==> config.mk <==
export PLATFORM = sky130hd
export DESIGN_NAME = kc705_reset_seq
export DESIGN_NICKNAME = d
export VERILOG_FILES = /design/src/rtl/kc705_reset_seq.sv
export SDC_FILE = /design/constraint.sdc
export NUM_CORES = 1
export LEC_CHECK = 0
export BUFFER_PORTS_ARGS = -buffer_cell sky130_fd_sc_hd__buf_2
export CAP_MARGIN = 20
export CORE_MARGIN = 10
export CORE_UTILIZATION = 30
export DETAILED_ROUTE_END_ITERATION = 7
export PLACE_DENSITY_LB_ADDON = 0.25
export SYNTH_ARGS = -nofsm -noshare
export SYNTH_HDL_FRONTEND = slang
export SYNTH_SLANG_ARGS = --single-unit
==> constraint.sdc <==
create_clock -name ddr_clk_100MHz -period 2.35 [get_ports ddr_clk_100MHz]
set_input_delay 0.1175 -clock ddr_clk_100MHz [delete_from_list [all_inputs] [get_ports ddr_clk_100MHz]]
set_output_delay 0.1175 -clock ddr_clk_100MHz [all_outputs]
set_load 0.005 [all_outputs]
==> src/rtl/kc705_reset_seq.sv <==
// rtl/kc705_reset_seq.sv - KC705 power-on / lock-loss reset sequencer (optional lock-loss counter: KC705_RST_LOSS_CNT_EN)
module kc705_reset_seq #(
    parameter int LOCK_STABLE_CYCLES = 1024,
    parameter int STAGE_GAP_CYCLES   = 16,
    parameter int DEBOUNCE_CYCLES    = 1000000
) (
    input  logic       ddr_clk_100MHz,
    input  logic       ddr_rst,
    input  logic       mmcms_locked,
    input  logic       EXT_SYS_RST,
    output logic       interconnect_rst,
    output logic       peripheral_rst,
    output logic       peripheral_aresetn,
    output logic       sys_ready,
    output logic [1:0] seq_state,
    output logic [7:0] lock_loss_count
);

    typedef enum logic [1:0] {
        HOLD   = 2'd0,
        STABLE = 2'd1,
        IC_REL = 2'd2,
        RUN    = 2'd3
    } state_t;

    localparam logic [19:0] LOCK_LAST = 20'(LOCK_STABLE_CYCLES - 1);
    localparam logic [19:0] GAP_LAST  = 20'(STAGE_GAP_CYCLES - 1);
    localparam logic [19:0] DB_LAST   = 20'(DEBOUNCE_CYCLES - 1);

    logic        lock_m, lock_s;
    logic        btn_m, btn_s;
    logic        btn_req;
    logic [19:0] db_cnt;
    state_t      state, state_n;
    logic [19:0] cnt, cnt_n;
    logic        go;

    // Two-flop synchronisers for the asynchronous lock status and pushbutton
    always_ff @(posedge ddr_clk_100MHz) begin
        if (ddr_rst) begin
            lock_m <= 1'b0;
            lock_s <= 1'b0;
            btn_m  <= 1'b0;
            btn_s  <= 1'b0;
        end else begin
            lock_m <= mmcms_locked;
            lock_s <= lock_m;
            btn_m  <= EXT_SYS_RST;
            btn_s  <= btn_m;
        end
    end

    // Debounce: the button level flips only after DEBOUNCE_CYCLES consecutive disagreeing samples
    always_ff @(posedge ddr_clk_100MHz) begin
        if (ddr_rst) begin
            btn_req <= 1'b0;
            db_cnt  <= '0;
        end else if (btn_s == btn_req) begin
            db_cnt <= '0;
        end else if (db_cnt == DB_LAST) begin
            btn_req <= ~btn_req;
            db_cnt  <= '0;
        end else begin
            db_cnt <= db_cnt + 20'd1;
        end
    end

    assign go = lock_s & ~btn_req;

    // Sequencer state and shared interval counter
    always_ff @(posedge ddr_clk_100MHz) begin
        if (ddr_rst) begin
            state <= HOLD;
            cnt   <= '0;
        end else begin
            state <= state_n;
            cnt   <= cnt_n;
        end
    end

    // Next-state logic; any loss of go drops straight back to HOLD and restarts qualification
    always_comb begin
        state_n = state;
        cnt_n   = cnt;
        case (state)
            HOLD: begin
                cnt_n = '0;
                if (go) state_n = STABLE;
            end
            STABLE: begin
                if (!go) begin
                    state_n = HOLD;
                    cnt_n   = '0;
                end else if (cnt == LOCK_LAST) begin
                    state_n = IC_REL;
                    cnt_n   = '0;
                end else begin
                    cnt_n = cnt + 20'd1;
                end
            end
            IC_REL: begin
                if (!go) begin
                    state_n = HOLD;
                    cnt_n   = '0;
                end else if (cnt == GAP_LAST) begin
                    state_n = RUN;
                    cnt_n   = '0;
                end else begin
                    cnt_n = cnt + 20'd1;
                end
            end
            RUN: begin
                cnt_n = '0;
                if (!go) state_n = HOLD;
            end
            default: begin
                state_n = HOLD;
                cnt_n   = '0;
            end
        endcase
    end

    assign interconnect_rst   = (state == HOLD) || (state == STABLE);
    assign peripheral_rst     = (state != RUN);
    assign peripheral_aresetn = (state == RUN);
    assign sys_ready          = (state == RUN);
    assign seq_state          = state;

`ifdef KC705_RST_LOSS_CNT_EN
    logic [7:0] loss_cnt;

    // Any exit from a non-HOLD state while lock is low is a lock loss, even if the button also fired
    always_ff @(posedge ddr_clk_100MHz) begin
        if (ddr_rst) begin
            loss_cnt <= '0;
        end else if ((state != HOLD) && !lock_s && (loss_cnt != 8'hFF)) begin
            loss_cnt <= loss_cnt + 8'd1;
        end
    end

    assign lock_loss_count = loss_cnt;
`else
    assign lock_loss_count = 8'd0;
`endif

endmodule

==> flow_metrics.py <==
metrics = {
    "worst_setup_path": {
        "worst-endpoint-arrival_ns": 2.20,
        "worst-r2r-setup-slack_ns": 0.32,
        "crit_fanout": 13,
        "start_kind": "flop",
        "worstSetupEndpointType": "flop",
        "crit_type": "flop to flop",
        "critPathRequiredTime_ns": 2.52,
    },
    "logic_synthesis": {
        "synth_top_cell_area_share_pct": 43.02,
        "yosysUniqueCellTypes": 39,
        "synth_commonest_cells": "dfxtp_1, a21oi_1, nor2_1",
        "ys.flop_type": "dfxtp_1",
        "synth_edf_count": 0,
        "synthTopCellsByArea": "dfxtp_1, xor2_1, a21oi_1",
        "syn_avg_cell_area_um2": 8.748,
        "syn_area_um2": 2187,
        "yosysMostFrequentCell": "dfxtp_1",
        "async_reset_ff_share_pct": 0,
        "syn_inst": 250,
        "yosys_register_bits": 47,
        "synth-warning-count": 0,
        "ys_seq_area_share_pct": 43.02,
        "yosys.area.top_type": "dfxtp_1",
    },
    "clocking": {
        "cts_setup_buffers": 0,
        "path_clk_slew_ns": 0.08,
        "clockBufferDepth": 2,
        "cts_tree": "built",
        "ctsHtreeMaxLevel": 2,
        "numCtsBuffers": 5,
        "clock-sinks": 47,
        "root_buffer": "clkbuf_8",
        "cts-resized-gates": 0,
        "clk-insertion-delay-late_ns": 0.30,
        "hold_buffers": 0,
    },
    "sta": {
        "fmax_mhz": 492.8,
        "finClkSkew_ns": 0.009191,
        "grt_setup_unrepaired": "no",
        "maxSlewHeadroom_pct": 59.03,
        "fin_crit_ns": 2.029,
        "worst_slew_pin_slew_ns": 0.6132,
        "period_share_pct": 86.35,
        "fin_setup_tns_ns": 0,
        "finalSetupViolations": 0,
        "hold_viol": 0,
        "drv_slew": 0,
        "whs_ns": 0.02801,
    },
    "power": {
        "powerDensity_nw_per_um2": 568.5,
        "power_w": 0.001385,
        "p_leak_nw": 0.7416,
        "ir_drop_mv": 0.2069,
    },
    "drt": {
        "first_pass_iters": 4,
        "ant_nets": 0,
        "dr.max_layer_used": "met4",
        "num_vias": 1767,
        "drc": 0,
        "wl_met1_mm": 2.213,
        "wl_met3_um": 216,
        "wl_met2_mm": 1.825,
        "viasPerCell": 4.868,
        "drt_wl_total_mm": 4.337,
        "first_iter_violations": 107,
        "wl_per_cell_um": 11.95,
    },
    "global_routing": {
        "grt_start_max_net_pins": 21,
        "overflow": 0,
        "grt_pass1_vias": 1630,
        "grt_pass1_wl_mm": 7.493,
        "antenna_found_initial": 0,
        "grtUsageTotal_pct": 7.980,
    },
    "floorplanning": {
        "die_y_um": 105.4,
        "die-area_um2": 11110,
        "start_util_pct": 30.48,
        "coreArea_um2": 7176,
        "num_io_pins": 18,
        "die_w_um": 105.4,
        "num_rows": 31,
    },
    "placed_design": {
        "port_buffers": 9,
        "routabilityCongestion": 0.7396,
        "dp_hpwl_mm": 3.137,
        "dp_cells": 356,
    },
    "status": {
        "status": "complete, no violations",
    },
    "layout": {
        "fin_nets": 270,
        "drive_gt1_share_pct": 9.470,
        "synthToLayoutAreaGrowth_pct": 11.38,
        "fin_cells": 363,
        "diodes": 0,
    },
    "worst_hold_path": {
        "hp-class": "primary input to flop",
    },
    "flow_run": {
        "drv_cap": 0,
    },
}
[through the flow]
| stage | util [%] | setup WS, ns | cell area [um^2] |
|---|---|---|---|
| floorplan | - | 0.4960 | 2213 |
| global placement | 32.52 | 0.4000 | 2333 |
| detailed placement | 32.52 | 0.3546 | 2333 |
| CTS | 33.95 | 0.3388 | 2436 |
| global route | 33.95 | 0.2131 | 2436 |
| finish | 33.95 | 0.3208 | 2436 |
[power by group]
| group | leakage (nW) | internal [W] | switching, W |
|---|---|---|---|
| Sequential | 0.379 | 0.000800 | 0.00000188 |
| Clock | 0.0513 | 0.000312 | 0.000253 |
| Combinational | 0.311 | 0.00000670 | 0.0000115 |
[layer usage]
metal	GRT usage, %	vias up
met3	2.741	7
met1	10.27	815
li1	-	918
met5	0	-
met2	11.91	27
met4	3.235	0
[sequential cells by signal, indices dropped and copies added (netlist names)]
register,count
btn_m,1
lock_m,1
db_cnt,20
btn_req,1
cnt,20
lock_s,1
btn_s,1
seq_state,2
[logic make-up after synthesis]
group | count (synthesis) | synth area share [%]
DFF | 47 | 43.02
xor gates and xnor gates | 25 | 10.01
and+or+nand+nor | 105 | 27.52
other | 1 | 0.1715
AOI/OAI and AO/OA | 46 | 12.30
buffers and inverters | 24 | 5.835
adders and majority gates | 2 | 1.144
[critical path, cell delays in order, from the launching register on]
cell	delay, ns
dfxtp_1	0.37
ha_1	0.28
nand3_1	0.16
or4_1	0.52
o2111ai_1	0.24
buf_4	0.24
a21boi_0	0.10
[layout by cell type, fill, tap and decap left out, types with 2 or more instances in the layout]
| master | instances |
|---|---|
| a21oi_1 | 22 |
| o31ai_1 | 2 |
| nor4_1 | 8 |
| nor2b_1 | 4 |
| nor3_1 | 2 |
| clkbuf_8 | 5 |
| nand2_1 | 15 |
| nor2_1 | 16 |
| nand3_1 | 14 |
| or4_1 | 9 |
| o21ai_0 | 10 |
| and2_1 | 3 |
| ha_1 | 2 |
| inv_1 | 9 |
| o2111ai_1 | 2 |
| xor2_1 | 13 |
| nand3b_1 | 2 |
| buf_4 | 6 |
| nand4_1 | 9 |
| conb_1 | 8 |
| or3_2 | 2 |
| buf_2 | 9 |
| nor4b_1 | 2 |
| and3_1 | 3 |
| and4_1 | 2 |
| xnor2_1 | 12 |
| a22oi_1 | 5 |
| or3_1 | 8 |
| nor3b_1 | 2 |
| dfxtp_1 | 47 |
[layout make-up]
type / instances / area, um^2
clock buffer: 6 / 72.57
clock inverter: 1 / 30.03
fill: 789 / 4740
inverter: 9 / 33.78
multi-input combinational: 186 / 1145
sequential: 47 / 940.9
tap: 99 / 123.9
timing repair buffer: 15 / 90.09
[worst paths after layout]
| path | cells after the start | endpoint | start |
|---|---|---|---|
| worst max-delay path | 6 | cnt[1] | cnt[0] |
| worst min-delay path | 2 | btn_m | EXT_SYS_RST |
| worst max register to register | 6 | cnt[1] | cnt[0] |
| worst min register to register | 1 | btn_s | btn_m |
Power figures use the tool's default switching activity.
